===== src/rtl/tetris_pkg.sv =====
// Shared Tetris playfield constants and the line-clear FSM state encoding.
package tetris_pkg;

  localparam int ROWS      = 16;
  localparam int COLS      = 10;
  localparam int GRID_W    = ROWS * COLS;
  localparam int ROW_IDX_W = $clog2(ROWS);
  localparam int LINES_W   = $clog2(ROWS + 1);

  typedef enum logic [1:0] {
    ST_IDLE,
    ST_SCAN,
    ST_SHIFT,
    ST_FINISH
  } lce_state_e;

endpackage


===== src/rtl/line_clear_engine_row_full_check.sv =====
// Combinational row selector: picks one COLS-wide row out of the grid and reports
// whether every cell in it is occupied.
module row_full_check
  import tetris_pkg::*;
(
  input  logic [GRID_W-1:0]    grid_i,
  input  logic [ROW_IDX_W-1:0] row_i,
  output logic                 full_o
);

  logic [COLS-1:0] row_bits;

  always_comb begin
    row_bits = grid_i[row_i*COLS +: COLS];
    full_o   = &row_bits;
  end

endmodule


===== src/rtl/line_clear_engine.sv =====
// Row-collapse stage: scans the landed grid bottom to top, removes full rows one at a
// time by shifting everything above down a row, then publishes the result and counts.
module line_clear_engine
  import tetris_pkg::*;
#(
  parameter int CNT_W = 16
) (
  input  logic               FCLK,
  input  logic               RST_IN,
  input  logic               START,
  input  logic [GRID_W-1:0]  GRID_IN,
  output logic               BUSY,
  output logic               DONE,
  output logic [GRID_W-1:0]  GRID_OUT,
  output logic [LINES_W-1:0] LINES_CLEARED,
  output logic [CNT_W-1:0]   TOTAL_LINES
);

  localparam int SUM_W = CNT_W + 1;

  lce_state_e           state_q;
  logic [GRID_W-1:0]    work_q;
  logic [ROW_IDX_W-1:0] row_q;
  logic [ROW_IDX_W-1:0] shift_q;
  logic [LINES_W-1:0]   count_q;
  logic                 busy_q;
  logic                 done_q;
  logic [GRID_W-1:0]    grid_out_q;
  logic [LINES_W-1:0]   lines_q;
  logic [CNT_W-1:0]     total_q;

  logic                 row_full;
  logic [GRID_W-1:0]    work_d;
  logic [SUM_W-1:0]     total_sum;

  row_full_check u_row_full_check (
    .grid_i (work_q),
    .row_i  (row_q),
    .full_o (row_full)
  );

  // One shift step: row k takes row k-1; at k==0 the top row is refilled with empties.
  always_comb begin
    work_d = work_q;
    for (int i = ROWS - 1; i > 0; i--) begin
      if (ROW_IDX_W'(i) == shift_q) begin
        work_d[i*COLS +: COLS] = work_q[(i-1)*COLS +: COLS];
      end
    end
    if (shift_q == '0) begin
      work_d[0 +: COLS] = '0;
    end
  end

  assign total_sum = {1'b0, total_q} + SUM_W'(count_q);

  // Outputs are loaded on the SCAN->FINISH transition so they are valid alongside DONE.
  always_ff @(posedge FCLK or negedge RST_IN) begin
    if (!RST_IN) begin
      state_q    <= ST_IDLE;
      work_q     <= '0;
      row_q      <= '0;
      shift_q    <= '0;
      count_q    <= '0;
      busy_q     <= 1'b0;
      done_q     <= 1'b0;
      grid_out_q <= '0;
      lines_q    <= '0;
      total_q    <= '0;
    end else begin
      done_q <= 1'b0;
      case (state_q)
        ST_IDLE: begin
          if (START) begin
            work_q  <= GRID_IN;
            row_q   <= ROW_IDX_W'(ROWS - 1);
            count_q <= '0;
            busy_q  <= 1'b1;
            state_q <= ST_SCAN;
          end
        end
        ST_SCAN: begin
          if (row_full) begin
            shift_q <= row_q;
            state_q <= ST_SHIFT;
          end else if (row_q == '0) begin
            busy_q     <= 1'b0;
            done_q     <= 1'b1;
            grid_out_q <= work_q;
            lines_q    <= count_q;
            total_q    <= total_sum[CNT_W] ? '1 : total_sum[CNT_W-1:0];
            state_q    <= ST_FINISH;
          end else begin
            row_q <= row_q - 1'b1;
          end
        end
        ST_SHIFT: begin
          work_q <= work_d;
          if (shift_q == '0) begin
            count_q <= count_q + 1'b1;
            state_q <= ST_SCAN;
          end else begin
            shift_q <= shift_q - 1'b1;
          end
        end
        ST_FINISH: begin
          state_q <= ST_IDLE;
        end
        default: begin
          state_q <= ST_IDLE;
        end
      endcase
    end
  end

  assign BUSY          = busy_q;
  assign DONE          = done_q;
  assign GRID_OUT      = grid_out_q;
  assign LINES_CLEARED = lines_q;
  assign TOTAL_LINES   = total_q;

endmodule


===== config.mk =====
export PLATFORM = sky130hd
export DESIGN_NAME = line_clear_engine
export DESIGN_NICKNAME = d
export VERILOG_FILES = /design/src/rtl/tetris_pkg.sv /design/src/rtl/line_clear_engine_row_full_check.sv /design/src/rtl/line_clear_engine.sv
export SDC_FILE = /design/constraint.sdc
export NUM_CORES = 1
export LEC_CHECK = 0
export ABC_AREA = 1
export CAP_MARGIN = 20
export CORE_UTILIZATION = 50
export DETAILED_ROUTE_END_ITERATION = 6
export PLACE_DENSITY = 0.8
export SLEW_MARGIN = 20
export SYNTH_ARGS = -nofsm -noshare
export SYNTH_HDL_FRONTEND = slang
export SYNTH_SLANG_ARGS = --single-unit

===== constraint.sdc =====
create_clock -name FCLK -period 3.5 [get_ports FCLK]
set_clock_uncertainty 0.2 [all_clocks]
set_input_delay 0.7 -clock FCLK [delete_from_list [all_inputs] [get_ports FCLK]]
set_output_delay 0.7 -clock FCLK [all_outputs]
set_load 0.01 [all_outputs]

=== After elaboration in Yosys (flattened, before gate mapping) ===
Cells that the tools add are included.
Widths: inputs -> output; s select.

* Register bits after elaboration: 358
* Bits of input ports: 163
* Output and inout bits: 183
* Word-level logic and storage cells: 142

* Add/sub/neg operators: 4
* Multipliers: 1
* Eq/ne operators: 41
* Shift operators: 1
* Muxes and demuxes: 41
* Bitwise logic cells: 1
* Reduce and logical (&&, ||, !) cells: 28

{| class="wikitable"
|+ Operators with widths
! operator !! count
|-
| $pmux 160 s2 || 1
|-
| $mux 10 || 16
|-
| $mux 160 || 1
|-
| $shiftx 160x9->10 || 1
|-
| $reduce_and 3->1 || 19
|-
| $ne 2x2->1 const B || 22
|-
| $eq 4x4->1 const A || 8
|-
| $mux 4 || 5
|-
| $add 16x5->17 || 1
|-
| $eq 3x4->1 const A || 4
|-
| $mux 16 || 1
|-
| $pmux 4 s2 || 2
|-
| $mux 5 || 2
|-
| $pmux 5 s2 || 1
|-
| $reduce_and 10->1 || 1
|-
| $eq 2x4->1 const A || 2
|-
| $logic_not 4->1 || 2
|-
| $mux 2 || 4
|-
| $pmux 2 s4 || 1
|-
| $reduce_and 4->1 || 2
|-
| $sub 4x1->4 const B || 2
|-
| $mul 4x3->7 const B || 1
|-
| $mux 1 || 6
|-
| $reduce_bool 2->1 || 3
|-
| 8 further kinds || 9
|}

=== Logic depth before layout (Yosys ltp) ===
Gate-level depths: netlist (run 1).

* Depth after elaboration: 5
* Mapped depth: 16
* Mapped depth without buffers: 14

=== By module ===
A second synthesis (run 1) with hierarchy kept.

* Cell total of the unflattened synthesis: 2029
* Area total of the unflattened synthesis: 16688.5 µm²

{| class="wikitable"
|+ Modules (own cells, without submodules)
! module !! times used !! cells an instance !! area each (µm²) !! seq. area each (µm²)
|-
| line_clear_engine || 1 || 1841 || 15765.1 || 8958.6
|-
| row_full_check || 1 || 188 || 923.4 || 0.0
|}

=== Worst setup path after synthesis (run 1) ===
No wires, ideal clock.

* Kind: register to register
* Start: register total_q[0] (netlist: TOTAL_LINES[0])
* End: register total_q[14] (netlist: TOTAL_LINES[14])
* Library setup time: 0.121 ns
* Arrival time: 2.033 ns
* Data required time: 3.179 ns
* Path slack: 1.146 ns
* Cell stages (with the launch flop): 13
* Path buffers: 0
* Period minus slack after synthesis: 2.354 ns
* Cells stage by stage: dfrtp_1 > ha_1 > fa_1 > nand3_1 > nand3_1 > nand2_1 > nand2_1 > nand3_1 > inv_1 > nand4_1 > inv_1 > nor2_1 > o21ai_1

* Longest elaborated chain between the ends: 2

{| class="wikitable"
|+ RTL lines
! what !! line !! source
|-
| start, declared || line_clear_engine.sv:30 || <nowiki>logic [CNT_W-1:0] total_q;</nowiki>
|-
| start signal, assigned || line_clear_engine.sv:91 || <nowiki>total_q <= total_sum[CNT_W] ? '1 : total_sum[CNT_W-1:0];</nowiki>
|-
| $add 16x5->17 || line_clear_engine.sv:55 || <nowiki>assign total_sum = {1'b0, total_q} + SUM_W'(count_q);</nowiki>
|-
| $mux 16 || line_clear_engine.sv:91 ||
|}

Every way passes these cells.
A chain may end at the register's enable or synchronous reset.

=== Worst setup path in the final report (run 1) ===
* Start: register row_q[1]
* End: register total_q[7] (netlist: TOTAL_LINES[7])

* Longest elaborated chain between the ends: 5
* Elaborated cells between the ends (all ways): 6
* Classes of those cells: 1 x mul; 1 x shift; 1 x bitwise; 3 x reduce/logical

{| class="wikitable"
|+ RTL lines
! what !! line !! source
|-
| start, declared || line_clear_engine.sv:23 || <nowiki>logic [ROW_IDX_W-1:0] row_q;</nowiki>
|-
| start signal, assigned || line_clear_engine.sv:76 || <nowiki>row_q <= ROW_IDX_W'(ROWS - 1);</nowiki>
|-
| start signal, assigned || line_clear_engine.sv:94 || <nowiki>row_q <= row_q - 1'b1;</nowiki>
|-
| $mul 4x3->7 || line_clear_engine_row_full_check.sv:14 || <nowiki>row_bits = grid_i[row_i*COLS +: COLS];</nowiki>
|-
| $shiftx 160x9->10 || line_clear_engine_row_full_check.sv:14 ||
|-
| $reduce_and 10->1 || line_clear_engine_row_full_check.sv:15 || <nowiki>full_o = &row_bits;</nowiki>
|-
| $not 1->1 (no line) || -- ||
|-
| $reduce_and 3->1 (no line) * || -- ||
|}

Every way passes the cells marked *; elsewhere a longest branch is shown, timed or not.

==> results of run 1 <==
state kept, by name (all words and copies together), names as in the netlist:
name           count
TOTAL_LINES       16
count_q            5
work_q           160
LINES_CLEARED      5
row_q              4
shift_q            4
state_q            2
GRID_OUT         160
DONE               1
BUSY               1
power groups by stage:
| stage | Sequential [W] | Combinational (W) | Clock, W |
|---|---|---|---|
| 2_1_floorplan | 0.00692 | 0.00376 | 0 |
| 3_3_place_gp | 0.00684 | 0.00685 | 0 |
| 3_5_place_dp | 0.00688 | 0.00707 | 0 |
| 4_1_cts | 0.00684 | 0.00712 | 0.00431 |
| 5_1_grt | 0.00704 | 0.00792 | 0.00447 |
| 6_report | 0.00686 | 0.00719 | 0.00425 |
kinds of logic (layout without fill, tap and decap cells):
family / count (synthesis) / after routing / share of synthesized area, %
AOI/OAI and AO/OA: 487 / 487 / 17.2
xor gates and xnor gates: 9 / 9 / 0.479
adders and majority gates: 14 / 14 / 1.11
buffers and inverters: 309 / 627 / 8.23
DFF: 358 / 358 / 54.4
other: 0 / 8 / 0
and+or+nand+nor: 759 / 759 / 18.6
cells in the final DEF, fill, tap and decap left out, types with 6 or more instances in the layout:
cell | netlist | routed
a21oi_1 | 11 | 11
a31oi_1 | 18 | 18
buf_12 | 0 | 8
buf_4 | 33 | 20
clkbuf_1 | 57 | 6
clkbuf_16 | 0 | 39
clkbuf_8 | 0 | 11
clkdlybuf4s50_1 | 0 | 344
dfrtp_1 | 358 | 356
diode_2 | 0 | 8
ha_1 | 13 | 13
inv_1 | 181 | 181
nand2_1 | 572 | 571
nand3_1 | 94 | 94
nand4_1 | 20 | 20
nor2_1 | 60 | 60
o211ai_1 | 131 | 131
o21ai_0 | 156 | 156
o21ai_1 | 153 | 153
o31ai_2 | 0 | 11
worst min-delay path: stages, from the launching register on:
cell and delay (ns):
dfrtp_1 0.34, nand2_1 0.05, nand2_1 0.04
layout make-up:
cell class              count  area share, %
flip-flops and latches    358           41.4
clock buffers              56           5.32
repair buffers            374           17.5
diodes                      8         0.0926
well taps                 442           2.56
clock inverters            11          0.851
inverters                 186           3.28
multi-input cells        1269           29.0
worst paths after layout:
check	start	to	slack, ns	cells past startpoint
worst min-delay path	BUSY	BUSY	0.27	2
worst max register to register	row_q[1]	TOTAL_LINES[7]	0.34	9
worst max-delay path	row_q[1]	TOTAL_LINES[7]	0.34	9
min in group asynchronous	RST_IN	GRID_OUT[64]	0.55	2
max in group asynchronous	RST_IN	GRID_OUT[107]	1.65	3
worst min register to register	BUSY	BUSY	0.27	2
stage by stage:
step	power [W]	setup WS, ns
after global placement	0.0137	0.528
final	0.0183	0.338
after global routing	0.0194	0.164
after floorplan	0.0107	1.15
after CTS	0.0183	0.426
after detailed placement	0.0139	0.453
what timing repair did:
item	4_1_cts	5_1_grt
endpoints found under the hold margin	61	0
resized for setup	0	0
hold buffers	1	0
layer usage:
layer  vias up  track usage (%)  wire length (um)
li1       7011                -                 -
met1      7190             40.3             20500
met2       708             47.8             23800
met3       134             3.98              3630
met4         0             14.8              2260
met5         -                0                 0
==> summary.md, run 1 <==
| Metric | Value |
|---|---|
| Clock period minus worst slack | `3.16 ns` |
| Fin crit share | `90.3%` |
| Clock Sinks | `358` |
| Area leader, netlist | `dfrtp_1` |
| Number of search-and-repair iterations in the first detailed-routing pass | `5` |
| Cell-by-cell listing of the critical path | `buf_4 -> nand3_1 -> nand3_1 -> nand3_1 -> a21oi_1 -> nand3_1 -> nand4_4 -> buf_12 -> o21ai_0` |
| Internal cell power | `0.0113 W` |
| Combinational group share of total power | `39.3%` |
| CP Max Fanout | `160` |
| H-tree depth | `2` |
| Proportion of netlist area held by the largest area contributor | `54.4%` |
| Die area | `33,700 um2` |
| Post-Syn Nets | `2,113` |
| Root Driver | `clkbuf_16` |
| P_leak | `9.54 nW` |
| Number of pins exceeding their max-slew limit in the final report | `0` |
| Register cell area after layout | `8960 um2` |
| Worst skew pair latency | `0.52 ns` |
| Proportion of layout cells with a drive suffix above 1 | `5.32%` |
| Unrepaired setup endpoints after global routing | `false` |
| Number of unique standard cell types used by synthesis | `32` |
| Number of buffers between clock root and the deepest sink | `3` |
| Net Sw Power | `0.00698 W` |
| Delay of the slowest cell on the worst path | `0.51 ns` |
| Via density | `5.56` |
| Multi-input gate area | `6270 um2` |
| Overall die height | `184 um` |
| Synth cell count leaders | `nand2_1 (572), dfrtp_1 (358), inv_1 (181)` |
| Avg Inst Size Synth | `8.51 um2` |
| Via count of the first global-routing pass | `14.5k` |
| Initial Util | `50.8%` |
| Number of standard-cell rows in the floorplan | `66` |
| Total negative slack for setup checks | `0 ns` |
| Startpoint class of the critical path | `register` |
| First-pass GRT wire length | `78,400 um` |
| Top achievable clock speed | `316 MHz` |
| Kind of cell adding the most delay to the critical path | `simple AND/OR/NAND/NOR gates` |
| Critical Path End Type | `register` |
| Final hold violation count | `0` |
| Post-Synthesis Cell Area | `16,500 um2` |
| Result of the run | `finished clean` |
| Cell types with the largest area share after synthesis | `dfrtp_1 (54%), nand2_1 (13%), o211ai_1 (6.0%), o21ai_0 (4.7%), o21ai_1 (4.6%)` |
| Arrival time at the worst endpoint | `3.31 ns` |
| Transition time at the pin with the least slew margin | `1.04 ns` |
| Number of violations of the max-capacitance limit | `0` |
| Initial antenna violation count | `8` |
| Most frequent CP cell | `nand3_1` |
| Width of the die | `184 um` |
| Area inside the core boundary | `32,500 um2` |
| Maximum vdd ir drop | `0.000462 V` |
| Pin count of the biggest net entering global routing | `161` |
| Placed instance area | `20,200 um2` |
| Placed instance count | `2,628` |
| DPL Wire Length | `36,000 um` |
| Final standard cell area without fillers | `21,600 um2` |
| Post-route worst hold slack | `0.273 ns` |
| Class of the tightest hold or removal check | `register to register` |
| DRT iter0 DRCs | `1,508` |
| Yosys warning total | `0` |
| Worst Path Class, Setup | `register to register` |
| Switching power as a share of total power | `38.1%` |
| Total CTS buffers | `38` |
| Overall routed net length | `50,200 um` |
| Async SR Flop Fraction | `100%` |
| Layout overhead on the synthesized area | `31.3%` |
| WP data required | `3.65 ns` |
| Final std cells w/o fill | `2,704` |
| Prevailing post-synth register cell | `dfrtp_1` |
| Slowest cell on the critical path | `dfrtp_2` |
| Most frequently used cell type in the post-synthesis netlist | `nand2_1` |
| Average detailed-routed wire length per instance | `18.6 um` |
| Antenna Violating Nets Remaining | `0` |
| Power density over the cells | `847 nW/um2` |
| Final GP Congestion | `0.922` |
| Proportion of power drawn by the clock network | `23.2%` |
| Setup Buffers After CTS | `0` |
| Global-route congestion overflow total | `0` |
| DRC violations left | `0` |
| I/O pin cnt | `346` |
| Number of buffers and inverters on the critical path | `2` |
| Overall via count from detail_route | `15.0k` |
| Post-synth EDFFs | `0` |
| Fill cell total of the finished layout | `2,532` |
| Rel. slew slack | `30.4%` |
| Total of buffers placed on input and output ports | `345` |
| Sequential fraction of the synthesis area | `54.4%` |
| Cells after Synth | `1,936` |
| Finished Core Util | `66.6%` |
| FF+latch count, synth | `358` |
| Clock tree from TritonCTS | `yes` |
| Setup violators final | `0` |
| Final nets | `2,404` |
| Sequential fraction of design power | `37.5%` |
| Global-route total usage across every layer | `29.9%` |
| CTS clk-pin slew, worst paths | `0.06 ns` |
No activity file was read; power rests on OpenSTA's default activity.
==> run 2, diff against run 1 <==
--- a/config.mk
+++ b/config.mk
@@ -9,8 +9,10 @@
 export CAP_MARGIN = 20
 export CORE_UTILIZATION = 50
 export DETAILED_ROUTE_END_ITERATION = 6
+export GPL_ROUTABILITY_DRIVEN = 0
 export PLACE_DENSITY = 0.8
 export SLEW_MARGIN = 20
 export SYNTH_ARGS = -nofsm -noshare
 export SYNTH_HDL_FRONTEND = slang
+export SYNTH_HIERARCHICAL = 1
 export SYNTH_SLANG_ARGS = --single-unit
==> summary.md, run 2 <==
| Metric | Value |
|---|---|
| Overall die height | `185 um (was 184 um)` |
| Sequential fraction of the synthesis area | `53.7% (was 54.4%)` |
| Avg Inst Size Synth | `8.22 um2 (was 8.51 um2)` |
| Transition time at the pin with the least slew margin | `0.840 ns (was 1.04 ns)` |
| WP data required | `3.74 ns (was 3.65 ns)` |
| FF+latch count, synth | `358 (unchanged)` |
| Setup Buffers After CTS | `0 (unchanged)` |
| Area leader, netlist | `dfrtp_1 (unchanged)` |
| Arrival time at the worst endpoint | `3.36 ns (was 3.31 ns)` |
| Area fraction in and, or, nand and nor cells after synthesis | `19.0% (was 18.6%)` |
| Via count of the first global-routing pass | `14.8k (was 14.5k)` |
| Rel. slew slack | `44.0% (was 30.4%)` |
| Power density over the cells | `796 nW/um2 (was 847 nW/um2)` |
| Fin crit share | `89.2% (was 90.3%)` |
| Number of violations of the max-capacitance limit | `0 (unchanged)` |
| Clock Sinks | `358 (unchanged)` |
| CTS clk-pin slew, worst paths | `0.06 ns (about the same)` |
| Class of the tightest hold or removal check | `input port to asynchronous set/reset pin (was register to register)` |
| Startpoint class of the critical path | `register (unchanged)` |
| Initial antenna violation count | `5 (was 8)` |
| Number of pins exceeding their max-slew limit in the final report | `0 (unchanged)` |
| Global-route congestion overflow total | `0 (unchanged)` |
| Pin count of the biggest net entering global routing | `123 (was 161)` |
| Unrepaired setup endpoints after global routing | `false (unchanged)` |
| Number of standard-cell rows in the floorplan | `66 (unchanged)` |
| Post-Syn Nets | `2,205 (was 2,113)` |
| Cell-by-cell listing of the critical path | `inv_2 -> nand2_1 -> nand3_2 -> nand2_1 -> nand2_1 -> nor2_1 -> nand3_1 -> nand2_1 -> nand2_1 -> nand2_1 -> inv_1 -> nand3_1 -> nor2_8 -> buf_4 -> nand3_1 -> nand3_1 (was buf_4 -> nand3_1 -> nand3_1 -> nand3_1 -> a21oi_1 -> nand3_1 -> nand4_4 -> buf_12 -> o21ai_0)` |
| Total CTS buffers | `38 (unchanged)` |
| Final hold violation count | `0 (unchanged)` |
| DRT iter0 DRCs | `1,315 (was 1,508)` |
| Overall via count from detail_route | `15.4k (was 15.0k)` |
| Async SR Flop Fraction | `100% (unchanged)` |
| Main combinational cell family by area after synthesis | `simple AND/OR/NAND/NOR gates (unchanged)` |
| Number of buffers between clock root and the deepest sink | `3 (unchanged)` |
| First-pass GRT wire length | `79,300 um (was 78,400 um)` |
| Delay of the slowest cell on the worst path | `0.44 ns (was 0.51 ns)` |
| Share of the synthesized netlist area taken by xor and xnor gates | `0.105% (was 0.479%)` |
| Most frequent standard cell in the layout excluding fill and tap cells | `nand2_1 (unchanged)` |
| Worst skew pair latency | `0.52 ns (about the same)` |
| Cell types with the largest area share after synthesis | `dfrtp_1 (54%), nand2_1 (14%), o21ai_0 (9.1%), o21ai_1 (5.6%), inv_1 (5.2%) (was dfrtp_1 (54%), nand2_1 (13%), o211ai_1 (6.0%), o21ai_0 (4.7%), o21ai_1 (4.6%))` |
| Via density | `5.48 (was 5.56)` |
| Worst Path Class, Setup | `register to register (unchanged)` |
| Most frequent CP cell | `nand2_1 (was nand3_1)` |
| Antenna Violating Nets Remaining | `0 (unchanged)` |
| Final nets | `2,509 (was 2,404)` |
| Global-route total usage across every layer | `29.9% (about the same)` |
| Clock period minus worst slack | `3.12 ns (was 3.16 ns)` |
| Proportion of layout cells with a drive suffix above 1 | `5.18% (was 5.32%)` |
| I/O pin cnt | `346 (unchanged)` |
| P_leak | `10.1 nW (was 9.54 nW)` |
| Number of buffers inserted for hold repair after clock tree synthesis | `0 (was 1)` |
| Multiplexer fraction of the synthesized cell area | `0% (unchanged)` |
| Post-place setup slack | `0.472 ns (was 0.453 ns)` |
| Cells after Synth | `2,029 (was 1,936)` |
| Most frequently used cell type in the post-synthesis netlist | `nand2_1 (unchanged)` |
| Clock tree from TritonCTS | `yes (unchanged)` |
| Root Driver | `clkbuf_16 (unchanged)` |
| Number of unique standard cell types used by synthesis | `35 (was 32)` |
| Yosys warning total | `6 (was 0)` |
| Setup violators final | `0 (unchanged)` |
| Register cell area after layout | `8960 um2 (about the same)` |
| CP Max Fanout | `27 (was 160)` |
| Die area | `34,100 um2 (was 33,700 um2)` |
| Fill cell total of the finished layout | `2,639 (was 2,532)` |
| Top achievable clock speed | `320 MHz (was 316 MHz)` |
| Final std cells w/o fill | `2,803 (was 2,704)` |
| Area fraction in compound gates after synthesis | `16.7% (was 17.2%)` |
| Prevailing post-synth register cell | `dfrtp_1 (unchanged)` |
| Result of the run | `finished clean (unchanged)` |
| Critical Path End Type | `register (unchanged)` |
| Maximum vdd ir drop | `0.000404 V (was 0.000462 V)` |
| Placed instance count | `2,735 (was 2,628)` |
| Area inside the core boundary | `32,700 um2 (was 32,500 um2)` |
| Total negative slack for setup checks | `0 ns (unchanged)` |
| Multi-input gate area | `6190 um2 (was 6270 um2)` |
| Post-synth EDFFs | `0 (unchanged)` |
| Post_cts resized | `0 (unchanged)` |
| Layout overhead on the synthesized area | `29.9% (was 31.3%)` |
| Initial Util | `51.0% (was 50.8%)` |
| Slowest cell on the critical path | `nand3_1 (was dfrtp_2)` |
| H-tree depth | `2 (unchanged)` |
| Post-Synthesis Cell Area | `16,700 um2 (was 16,500 um2)` |
| Overall routed net length | `51,400 um (was 50,200 um)` |
| Post-Synth Adder-Cell Area | `1.02% (was 1.11%)` |
| Width of the die | `185 um (was 184 um)` |
| Average detailed-routed wire length per instance | `18.3 um (was 18.6 um)` |
| Leading cell types in the layout, fill and taps excluded | `nand2_1 (608), dfrtp_1 (358), clkdlybuf4s50_1 (344) (was nand2_1 (571), dfrtp_1 (356), clkdlybuf4s50_1 (344))` |
| Final critical-path setup slack | `0.378 ns (was 0.338 ns)` |
| Synth cell count leaders | `nand2_1 (608), dfrtp_1 (358), o21ai_0 (304) (was nand2_1 (572), dfrtp_1 (358), inv_1 (181))` |
| DPL Wire Length | `37,300 um (was 36,000 um)` |
| Number of search-and-repair iterations in the first detailed-routing pass | `6 (was 5)` |
| Proportion of netlist area held by the largest area contributor | `53.7% (was 54.4%)` |
| DRC violations left | `0 (unchanged)` |
| Total of buffers placed on input and output ports | `345 (unchanged)` |
## run 2: logic make-up (layout without fill, tap and decap cells)
logic type	after synthesis	after routing
AND/OR/NAND/NOR	775	775
AO/OA/AOI/OAI	528	528
flip-flops	358	358
buffers and inverters	353	679
adder cells (fa/ha/maj)	13	13
XOR/XNOR	2	2
other	0	6
## run 2: metrics by stage
stage / util, % / total power, W / instance area (um2) / hold WS [ns]
2_1_floorplan: - / 0.0102 / 16700 / 0.204
5_1_grt: 66.3 / 0.0183 / 21700 / 0.0731
3_3_place_gp: 62.5 / 0.0130 / 20400 / 0.269
4_1_cts: 66.2 / 0.0172 / 21600 / 0.0777
3_5_place_dp: 62.5 / 0.0132 / 20500 / 0.277
6_report: 66.3 / 0.0173 / 21700 / 0.0143
## run 2: final cells by class
class                      count  area share (%)
inverter                     237            4.16
timing repair buffer         380            17.9
sequential                   358            41.3
clock buffer                  54            4.89
clock inverter                 8           0.594
tap                          442            2.55
multi-input combinational   1318            28.6
antenna                        6          0.0692
## run 2: worst max-delay path, delay by kind of cell, from the launching register on
kind                   cells  cell delay [ns]
buffers and inverters      3             0.69
DFF                        1             0.40
and+or+nand+nor           13             1.73
## run 2: final timing paths
| path | start | to | slack, ns | depth (start not counted) |
|---|---|---|---|---|
| worst min-delay path | RST_IN | GRID_OUT[45] | 0.01 | 1 |
| worst max register to register | row_q[0] | TOTAL_LINES[9] | 0.38 | 16 |
| worst min register to register | GRID_OUT[10] | GRID_OUT[10] | 0.29 | 2 |
| worst max-delay path | row_q[0] | TOTAL_LINES[9] | 0.38 | 16 |
| min in group FCLK | GRID_OUT[10] | GRID_OUT[10] | 0.29 | 2 |
| max in group asynchronous | RST_IN | work_q[90] | 2.19 | 2 |
## run 2: metal layers
metal	vias to the layer above	track usage (%)	part of all wire, %
li1	7154	-	-
met1	7327	38.4	40
met2	747	49.6	48
met3	125	6.16	8.7
met4	0	11.9	3.7
met5	-	0	0
## run 2: power breakdown
| group | switching [W] | internal (W) | total, W |
|---|---|---|---|
| clock | 0.00162 | 0.00232 | 0.00394 |
| combinational | 0.00409 | 0.00254 | 0.00662 |
| sequential | 0.00101 | 0.00569 | 0.00670 |
| total | 0.00671 | 0.0106 | 0.0173 |
